--- config.mk ---
export PLATFORM = sky130hd
export DESIGN_NAME = spi_flash_rd_responder
export DESIGN_NICKNAME = d
export VERILOG_FILES = /design/src/rtl/spi_flash_rd_responder.sv
export SDC_FILE = /design/constraint.sdc
export NUM_CORES = 1
export LEC_CHECK = 0
export CAP_MARGIN = 10
export CORE_UTILIZATION = 57
export DETAILED_ROUTE_END_ITERATION = 12
export PLACE_DENSITY = 0.92
export SETUP_SLACK_MARGIN = 0.1
export SLEW_MARGIN = 20
export SYNTH_ARGS = -nofsm -noshare
export SYNTH_HDL_FRONTEND = slang
export SYNTH_SLANG_ARGS = --single-unit
--- constraint.sdc ---
create_clock -name clk -period 3.95 [get_ports clk]
set_input_delay 0.79 -clock clk [delete_from_list [all_inputs] [get_ports clk]]
set_output_delay 0.79 -clock clk [all_outputs]
set_load 0.02 [all_outputs]
--- src/rtl/spi_flash_rd_responder.sv ---
`timescale 1ns/1ps
`default_nettype none
// ============================================================================
// Module      : spi_flash_rd_responder
// Description : Read-only memory-bus responder for the flash window
//               (mem_addr[23]=1). Each accepted strobe issues one SPI READ
//               (0x03) and returns one little-endian 32-bit word.
//               SPI mode 0, MSB first. The latest strobe always wins.
// Revision    : 1.0 - initial release
// ============================================================================
module spi_flash_rd_responder #(
    parameter int HALF_PERIOD = 1,  // clk cycles per SCLK half-period (>=1)
    parameter int CS_GAP      = 2   // min clk cycles with spi_cs_n high between transfers (>=1)
) (
    input  logic        clk,
    input  logic        reset,
    input  logic [31:0] mem_addr,
    input  logic        mem_rstrb,
    output logic [31:0] mem_rdata,
    output logic        mem_rbusy,
    output logic        spi_cs_n,
    output logic        spi_sclk,
    output logic        spi_mosi,
    input  logic        spi_miso
);

    localparam int c_half_w = (HALF_PERIOD > 1) ? $clog2(HALF_PERIOD) : 1;
    localparam int c_gap_w  = $clog2(CS_GAP + 1);

    localparam logic [c_half_w-1:0] c_half_last = c_half_w'(HALF_PERIOD - 1);
    localparam logic [c_gap_w-1:0]  c_gap_load  = c_gap_w'(CS_GAP);
    localparam logic [7:0]          c_cmd_read  = 8'h03;
    localparam logic [5:0]          c_bit_last  = 6'd63;

    localparam logic [1:0] c_st_idle  = 2'd0;
    localparam logic [1:0] c_st_shift = 2'd1;
    localparam logic [1:0] c_st_done  = 2'd2;

    logic [1:0]          r_state;
    logic [1:0]          w_state_nxt;
    logic [23:0]         r_flash_addr;
    logic                r_pending;
    logic [5:0]          r_bit_cnt;
    logic [c_half_w-1:0] r_half_cnt;
    logic [c_gap_w-1:0]  r_gap_cnt;
    logic [31:0]         r_tx;
    logic [31:0]         r_rx;
    logic                r_cs_n;
    logic                r_sclk;
    logic                r_mosi;
    logic                r_rbusy;
    logic [31:0]         r_rdata;
    logic                w_cs_n_nxt;
    logic                w_sclk_nxt;
    logic                w_mosi_nxt;

    logic        w_accept;
    logic        w_busy;
    logic        w_half_end;
    logic        w_bit_end;
    logic        w_xfer_end;
    logic        w_start;
    logic [31:0] w_cmd;
    logic        w_unused_addr;

    // Only the flash window is ours; the rest of the map belongs to on-chip RAM.
    assign w_accept   = mem_rstrb & mem_addr[23];
    assign w_busy     = (r_state == c_st_shift) | r_pending;
    assign w_half_end = (r_half_cnt == c_half_last);
    assign w_bit_end  = (r_bit_cnt == c_bit_last);
    // Last high phase of the 64th bit: the word is complete on this edge.
    assign w_xfer_end = (r_state == c_st_shift) & r_sclk & w_half_end & w_bit_end;
    assign w_start    = (r_state == c_st_idle) & (w_state_nxt == c_st_shift);
    assign w_cmd      = {c_cmd_read, r_flash_addr};

    // Word reads are always aligned, and bits above 23 are decoded elsewhere.
    assign w_unused_addr = ^{mem_addr[31:24], mem_addr[1:0]};

    // FSM state register.
    always_ff @(posedge clk) begin
        if (reset) begin
            r_state <= c_st_idle;
        end else begin
            r_state <= w_state_nxt;
        end
    end

    // Next-state logic; a new strobe always restarts the request handling.
    always_comb begin
        w_state_nxt = r_state;
        case (r_state)
            c_st_idle: begin
                if (!w_accept && r_pending && (r_gap_cnt == '0)) begin
                    w_state_nxt = c_st_shift;
                end
            end
            c_st_shift: begin
                if (w_xfer_end) begin
                    w_state_nxt = c_st_done;
                end else if (w_accept) begin
                    w_state_nxt = c_st_idle;
                end
            end
            c_st_done: begin
                w_state_nxt = c_st_idle;
            end
            default: begin
                w_state_nxt = c_st_idle;
            end
        endcase
    end

    // Next values of the SPI pins; MOSI changes only at SHIFT entry or SCLK fall.
    always_comb begin
        w_cs_n_nxt = r_cs_n;
        w_sclk_nxt = r_sclk;
        w_mosi_nxt = r_mosi;
        case (r_state)
            c_st_idle: begin
                if (w_start) begin
                    w_cs_n_nxt = 1'b0;
                    w_sclk_nxt = 1'b0;
                    w_mosi_nxt = w_cmd[31];
                end else begin
                    w_cs_n_nxt = 1'b1;
                    w_sclk_nxt = 1'b0;
                    w_mosi_nxt = 1'b0;
                end
            end
            c_st_shift: begin
                if (w_xfer_end || w_accept) begin
                    w_cs_n_nxt = 1'b1;
                    w_sclk_nxt = 1'b0;
                    w_mosi_nxt = 1'b0;
                end else if (w_half_end) begin
                    w_sclk_nxt = ~r_sclk;
                    if (r_sclk) begin
                        w_mosi_nxt = r_tx[31];
                    end
                end
            end
            default: begin
                w_cs_n_nxt = 1'b1;
                w_sclk_nxt = 1'b0;
                w_mosi_nxt = 1'b0;
            end
        endcase
    end

    // Pins, request capture, busy flag, CS gap counter and the returned word.
    always_ff @(posedge clk) begin
        if (reset) begin
            r_cs_n       <= 1'b1;
            r_sclk       <= 1'b0;
            r_mosi       <= 1'b0;
            r_rbusy      <= 1'b0;
            r_rdata      <= '0;
            r_pending    <= 1'b0;
            r_flash_addr <= '0;
            r_gap_cnt    <= '0;
        end else begin
            r_cs_n <= w_cs_n_nxt;
            r_sclk <= w_sclk_nxt;
            r_mosi <= w_mosi_nxt;

            if (w_accept) begin
                r_flash_addr <= {1'b0, mem_addr[22:2], 2'b00};
                r_pending    <= 1'b1;
            end else if (w_start) begin
                r_pending <= 1'b0;
            end

            if (w_accept) begin
                r_rbusy <= 1'b1;
            end else if (w_xfer_end) begin
                r_rbusy <= 1'b0;
            end

            // A strobe that interrupts work, or a completed transfer, reopens the gap.
            if ((w_accept && w_busy) || w_xfer_end) begin
                r_gap_cnt <= c_gap_load;
            end else if (r_gap_cnt != '0) begin
                r_gap_cnt <= r_gap_cnt - c_gap_w'(1);
            end

            // Data bytes arrive MSB first, byte0 ends up in r_rx[31:24].
            if (w_xfer_end) begin
                r_rdata <= {r_rx[7:0], r_rx[15:8], r_rx[23:16], r_rx[31:24]};
            end
        end
    end

    // Shift engine: half-period timing, bit count, command shift-out, MISO capture.
    always_ff @(posedge clk) begin
        if (reset) begin
            r_half_cnt <= '0;
            r_bit_cnt  <= '0;
            r_tx       <= '0;
            r_rx       <= '0;
        end else if (w_start) begin
            r_half_cnt <= '0;
            r_bit_cnt  <= '0;
            r_tx       <= {w_cmd[30:0], 1'b0};
        end else if (r_state == c_st_shift) begin
            if (!w_half_end) begin
                r_half_cnt <= r_half_cnt + c_half_w'(1);
            end else begin
                r_half_cnt <= '0;
                if (!r_sclk) begin
                    r_rx <= {r_rx[30:0], spi_miso};
                end else if (!w_bit_end) begin
                    r_bit_cnt <= r_bit_cnt + 6'd1;
                    r_tx      <= {r_tx[30:0], 1'b0};
                end
            end
        end
    end

    assign mem_rdata = r_rdata;
    assign mem_rbusy = r_rbusy;
    assign spi_cs_n  = r_cs_n;
    assign spi_sclk  = r_sclk;
    assign spi_mosi  = r_mosi;

endmodule
`default_nettype wire
# [Yosys cells after proc, flatten, opt, wreduce, memory -nomap -nowiden]
# Index checks and enable logic that the tools add are counted.
# Widths: inputs -> output; s select.
[word_totals] mem_bits_ro=0 out_inout_bits=36 n_memories=0 wordCells=75 latch_bits=0 input_bits=36 ram_bits=0 ff_bits=132
[op_classes] multipliers=0 bitwise_logic=11 n_div=0 n_eq_ne=6 shift=0 muxes=19 n_reduce_logical=21 order_cmp=0 add_sub_neg=3
[ops] cell="$mux 27" count=5
[ops] cell="$reduce_and 4->1" count=3
[ops] cell="$reduce_bool 2->1" count=6
[ops] cell="$mux 2" count=5
[ops] cell="$mux 1" count=7
[ops] cell="$add 6x1->6 const B" count=1
[ops] cell="$eq 6x6->1 const B" count=1
[ops] cell="$ne 2x1->1 const B" count=3
[ops] cell="$and 1x1->1" count=5
[ops] cell="$not 1->1" count=5
[ops] cell="$eq 2x1->1 const B" count=2
[ops] cell="$logic_not 2->1" count=2
[ops] cell="$pmux 2 s2" count=1
[ops] cell="$reduce_or 2->1" count=2
[ops] cell="$logic_and 1x1->1" count=3
[ops] cell="$reduce_or 3->1" count=1
[ops] cell="$logic_or 1x1->1" count=2
[ops] cell="$pmux 1 s2" count=1
[ops] cell="$reduce_and 2->1" count=1
[ops] cell="$sub 2x1->2 const B" count=1
[ops] cell="$add 1x1->1 const B" count=1
[ops] cell="$logic_not 1->1" count=1
[ops] cell="$or 1x1->1" count=1

# [Depth between registers and ports, before layout]
[logic_depth] depth_word=10 ltp_mapped=7 ltp_nobuf=5

# [Worst setup path after synthesis]
# Ideal clock, no wire load.
[synth_path] path_type="input-to-reg" start="input mem_rstrb" end="register r_tx[10]" slack_ns=2.211 cell_stages=6 n_path_buf=2 required_time_ns=3.818 t_arrival_ns=1.606 cell_sequence="nand2_1 -> and3_1 -> buf_2 -> buf_4 -> a22oi_1 -> a21oi_1"
[synth_via] elab_chain_cells=10 elab_cells_between_ends=16
[synth_rtl] element="start: declaration" line="18" source="input logic mem_rstrb,"
[synth_rtl] element="$and 1x1->1 (*)" line="67" source="assign w_accept = mem_rstrb & mem_addr[23];"
[synth_rtl] element="$logic_not 1->1" line="93" source="if (!w_accept && r_pending && (r_gap_cnt == '0)) begin"
[synth_rtl] element="$logic_and 1x1->1 (2 in series)" line="93"
[synth_rtl] element="$mux 2" line="93"
[synth_rtl] element="$pmux 2 s2 (*)" line="91" source="case (r_state)"
[synth_rtl] element="$eq 2x1->1 (*)" line="73" source="assign w_start = (r_state == c_st_idle) & (w_state_nxt == c_st_shift);"
[synth_rtl] element="$and 1x1->1 (*)" line="73"
[synth_rtl] element="$ne 2x1->1 (no source line) or $reduce_bool 2->1 (tied branches)"
[synth_rtl] element="$reduce_and 4->1 (no source line)"
[synth_rtl] element="end signal: assignment" line="203" source="r_tx <= {w_cmd[30:0], 1'b0};"
[synth_rtl] element="end signal: assignment" line="213" source="r_tx <= {r_tx[30:0], 1'b0};"
[synth_rtl] element="end: declaration" line="46" source="logic [31:0] r_tx;"
# Every way passes the cells marked *; elsewhere a longest branch is shown, timed or not.
# A chain may end at the register's enable or synchronous reset.

# [Worst setup path after layout]
[layout_path] start="register r_sclk, in the netlist spi_sclk" end="output spi_sclk"
[layout_rtl] element="start: declaration" line="49" source="logic r_sclk;"
[layout_rtl] element="start signal: assignment" line="163" source="r_sclk <= w_sclk_nxt;"
[layout_rtl] element="end: declaration" line="22" source="output logic spi_sclk,"
# No word-level cell between the ends.

==> results.yml <==
final_layout:
  drive_gt1_share_pct: 7.00
  layout_commonest_cell: "nand2_1"
  layout.nets: 654
  final_util_pct: 75.4
  antennaDiodeCount: 0
  most-common-layout-cells: "nand2_1, dfxtp_1, a21oi_1"
  postLayoutCellArea_sq_mm: 0.00589
  fin_cells: 731
  syn_to_final_growth_pct: 26.4
power_and_ir_drop:
  p_per_area_mw_per_mm2: 509
  ir_worst_vdd_uv: 379
  p_switching_mw: 0.642
  p_int_mw: 2.35
  power.share.switching_pct: 21.4
  p_clk_share_pct: 52.3
  power_frac_comb_pct: 3.4
  power_frac_seq_pct: 44.3
  leakage_nw: 1.97
worst_setup_path:
  worstPathMaxFanout: 7
  cp_slowest_stage_delay_ns: 0.67
  arrival_ns: 1.73
  crit_required_ns: 3.16
  cp_num_buf_inv: 1
  worstRegToRegCells: 5
  slowest_stage: "clkdlybuf4s50_1"
  critPathTopFamily: "buffers and inverters"
  worstPathCellList: "clkdlybuf4s50_1"
  worst-path-stages: 1
  worst-setup-path-type: "reg -> out"
  endpoint_kind: "primary output"
  cp-start-kind: "register"
hold_path:
  hold_path_depth: 2
  worst_hold_path_type: "reg -> reg"
synth:
  synth_top_area_cell: "dfxtp_1"
  ys_ff_latch: 129
  syn-instance-count: 575
  asyncSetResetFlopFracSynth_pct: 0
  synth_area_leaders: "dfxtp_1, nand2_1, a21oi_1, a22oi_1, clkbuf_1"
  synth_edf_count: 0
  netlist.area_leader.share_pct: 55.4
  synth.distinct_cells: 34
  syn_area_per_cell_sq_um: 8.10
  synth_top_flop_cell: "dfxtp_1"
  yosysWarnings: 0
  syn_nets: 612
  netlist_area_sq_mm: 0.00466
  seq_area_frac_synth_pct: 55.4
clock_tree:
  cts_htree_levels: 4
  cts_tree: "done"
  cts_setup_buffers: 0
  clk_latency_ns: 0.53
  clockBufferDepth: 2
  clkSinkCount: 129
  cts_buffers: 17
  ctsResizeCount: 0
  ctsHoldBuffers: 0
  cts_root_buf: "clkbuf_8"
  clkSlewWorstSetupHoldPaths_ns: 0.06
die:
  start_util_pct: 59.7
  core_sq_mm: 0.00781
  rows: 32
  die_x_um: 92.4
  io_pins: 72
  die_h_um: 92.4
  die_area_sq_mm: 0.00854
sta:
  finClkSkew_ns: 0.00627
  tightest_slew_ns: 0.795
  finalSetupViolations: 0
  rsz0062_at_grt: "false"
  period_share_pct: 63.9
  maxSlewViolCount: 0
  hold-worst-slack_ns: 0.447
  finalSetupTns_ns: 0
  hold_viol: 0
  finalCriticalPeriod_ns: 2.52
  fmax_mhz: 396
  relSlewSlack_pct: 47.0
detailed_routing:
  ant_nets: 0
  drc: 0
  vias_per_cell: 5.81
  avgRoutedWirePerCell_um: 15.5
  vias: 4249
  routed_wl_mm: 11.3
  first_iter_violations: 304
  dr.pass1.iters: 6
grt:
  grt_pass1_wl_mm: 18.3
  grt_use_total_pct: 27.2
  grt_pass1_vias: 4041
  grtUsageMet3_pct: 6.98
  gr-total-overflow: 0
  grt_max_degree: 71
  antenna_found_initial: 0
  grt_busiest_layer: "met2"
  use_met1_pct: 30.4
  globalRouteMet2Util_pct: 47.2
placement:
  hpwl_mm: 6.05
  port_buffers: 61
  post-place-cells: 700
  placed_cell_area_sq_mm: 0.00527
  gp_congestion: 0.785
run:
  maxCapViolations: 0
outcome:
  status: "complete, no violations"
-- worst register-to-register path: cells and delay by family (launching register included) --
kind	cells	cell delay, ns
AO/OA/AOI/OAI	1	0.10
adder cells (fa/ha/maj)	1	0.33
flip-flops	1	0.40
AND/OR/NAND/NOR	3	1.25
-- power groups by stage --
stage | Clock, mW | Combinational [mW] | Sequential [mW]
4_1_cts | 1.57 | 0.0997 | 1.33
3_3_place_gp | 0 | 0.0949 | 1.35
2_1_floorplan | 0 | 0.0594 | 1.35
6_report | 1.57 | 0.101 | 1.33
5_1_grt | 1.63 | 0.110 | 1.33
3_5_place_dp | 0 | 0.0982 | 1.35
-- worst paths after layout --
kind | startpoint | endpoint | slack, ns
setup / recovery | spi_sclk | spi_sclk | 1.43
hold / removal | mem_rdata[7] | mem_rdata[7] | 0.45
setup reg to reg | r_bit_cnt[0] | r_state[0] | 1.76
hold reg to reg | mem_rdata[7] | mem_rdata[7] | 0.45
-- flip-flops by register name, summed over array words and instances (netlist names) --
signal        count
mem_rbusy         1
mem_rdata        32
r_bit_cnt         6
r_flash_addr     21
r_gap_cnt         2
r_pending         1
r_rx             32
r_state           2
r_tx             29
spi_cs_n          1
spi_mosi          1
spi_sclk          1
-- routing by layer --
metal,up-vias,wire length (um)
li1,2017,-
met1,1993,4460
met2,197,5770
met3,42,718
met4,0,358
met5,-,0
-- cell families (layout without fill, tap and decap cells) --
family	count (synthesis)	count (layout)	share of synthesized area, %
buf+inv	45	99	4.05
mux	2	2	0.430
fa+ha+maj	1	1	0.268
compound gates	145	145	17.0
flops	129	129	55.4
simple gates	250	250	22.3
xor+xnor	3	3	0.564
-- stage by stage --
| stage | total power [mW] | setup WS (ns) |
|---|---|---|
| after floorplan | 1.41 | 2.21 |
| after global placement | 1.45 | 1.46 |
| after detailed placement | 1.45 | 1.34 |
| after CTS | 2.99 | 1.46 |
| after global routing | 3.07 | 1.41 |
| final | 3.00 | 1.43 |
-- cell usage after synthesis, drive strengths merged, types with 2 or more instances --
master / instances
nor3: 6
xnor2: 2
nand4: 2
a22oi: 20
nand2b: 6
nor2: 10
mux2i: 2
buf: 13
dfxtp: 129
nand3: 23
clkbuf: 31
and3: 4
nand2: 192
a21oi: 118
nor4: 2
-- area by class of cell --
class	count	area, sq um
flip-flops and latches	129	2580
clock buffers	20	445
well taps	102	128
inverters	1	3.75
clock inverters	11	154
repair buffers	67	653
fillers	499	1920
multi-input cells	401	1920
Power figures use the tool's default switching activity.
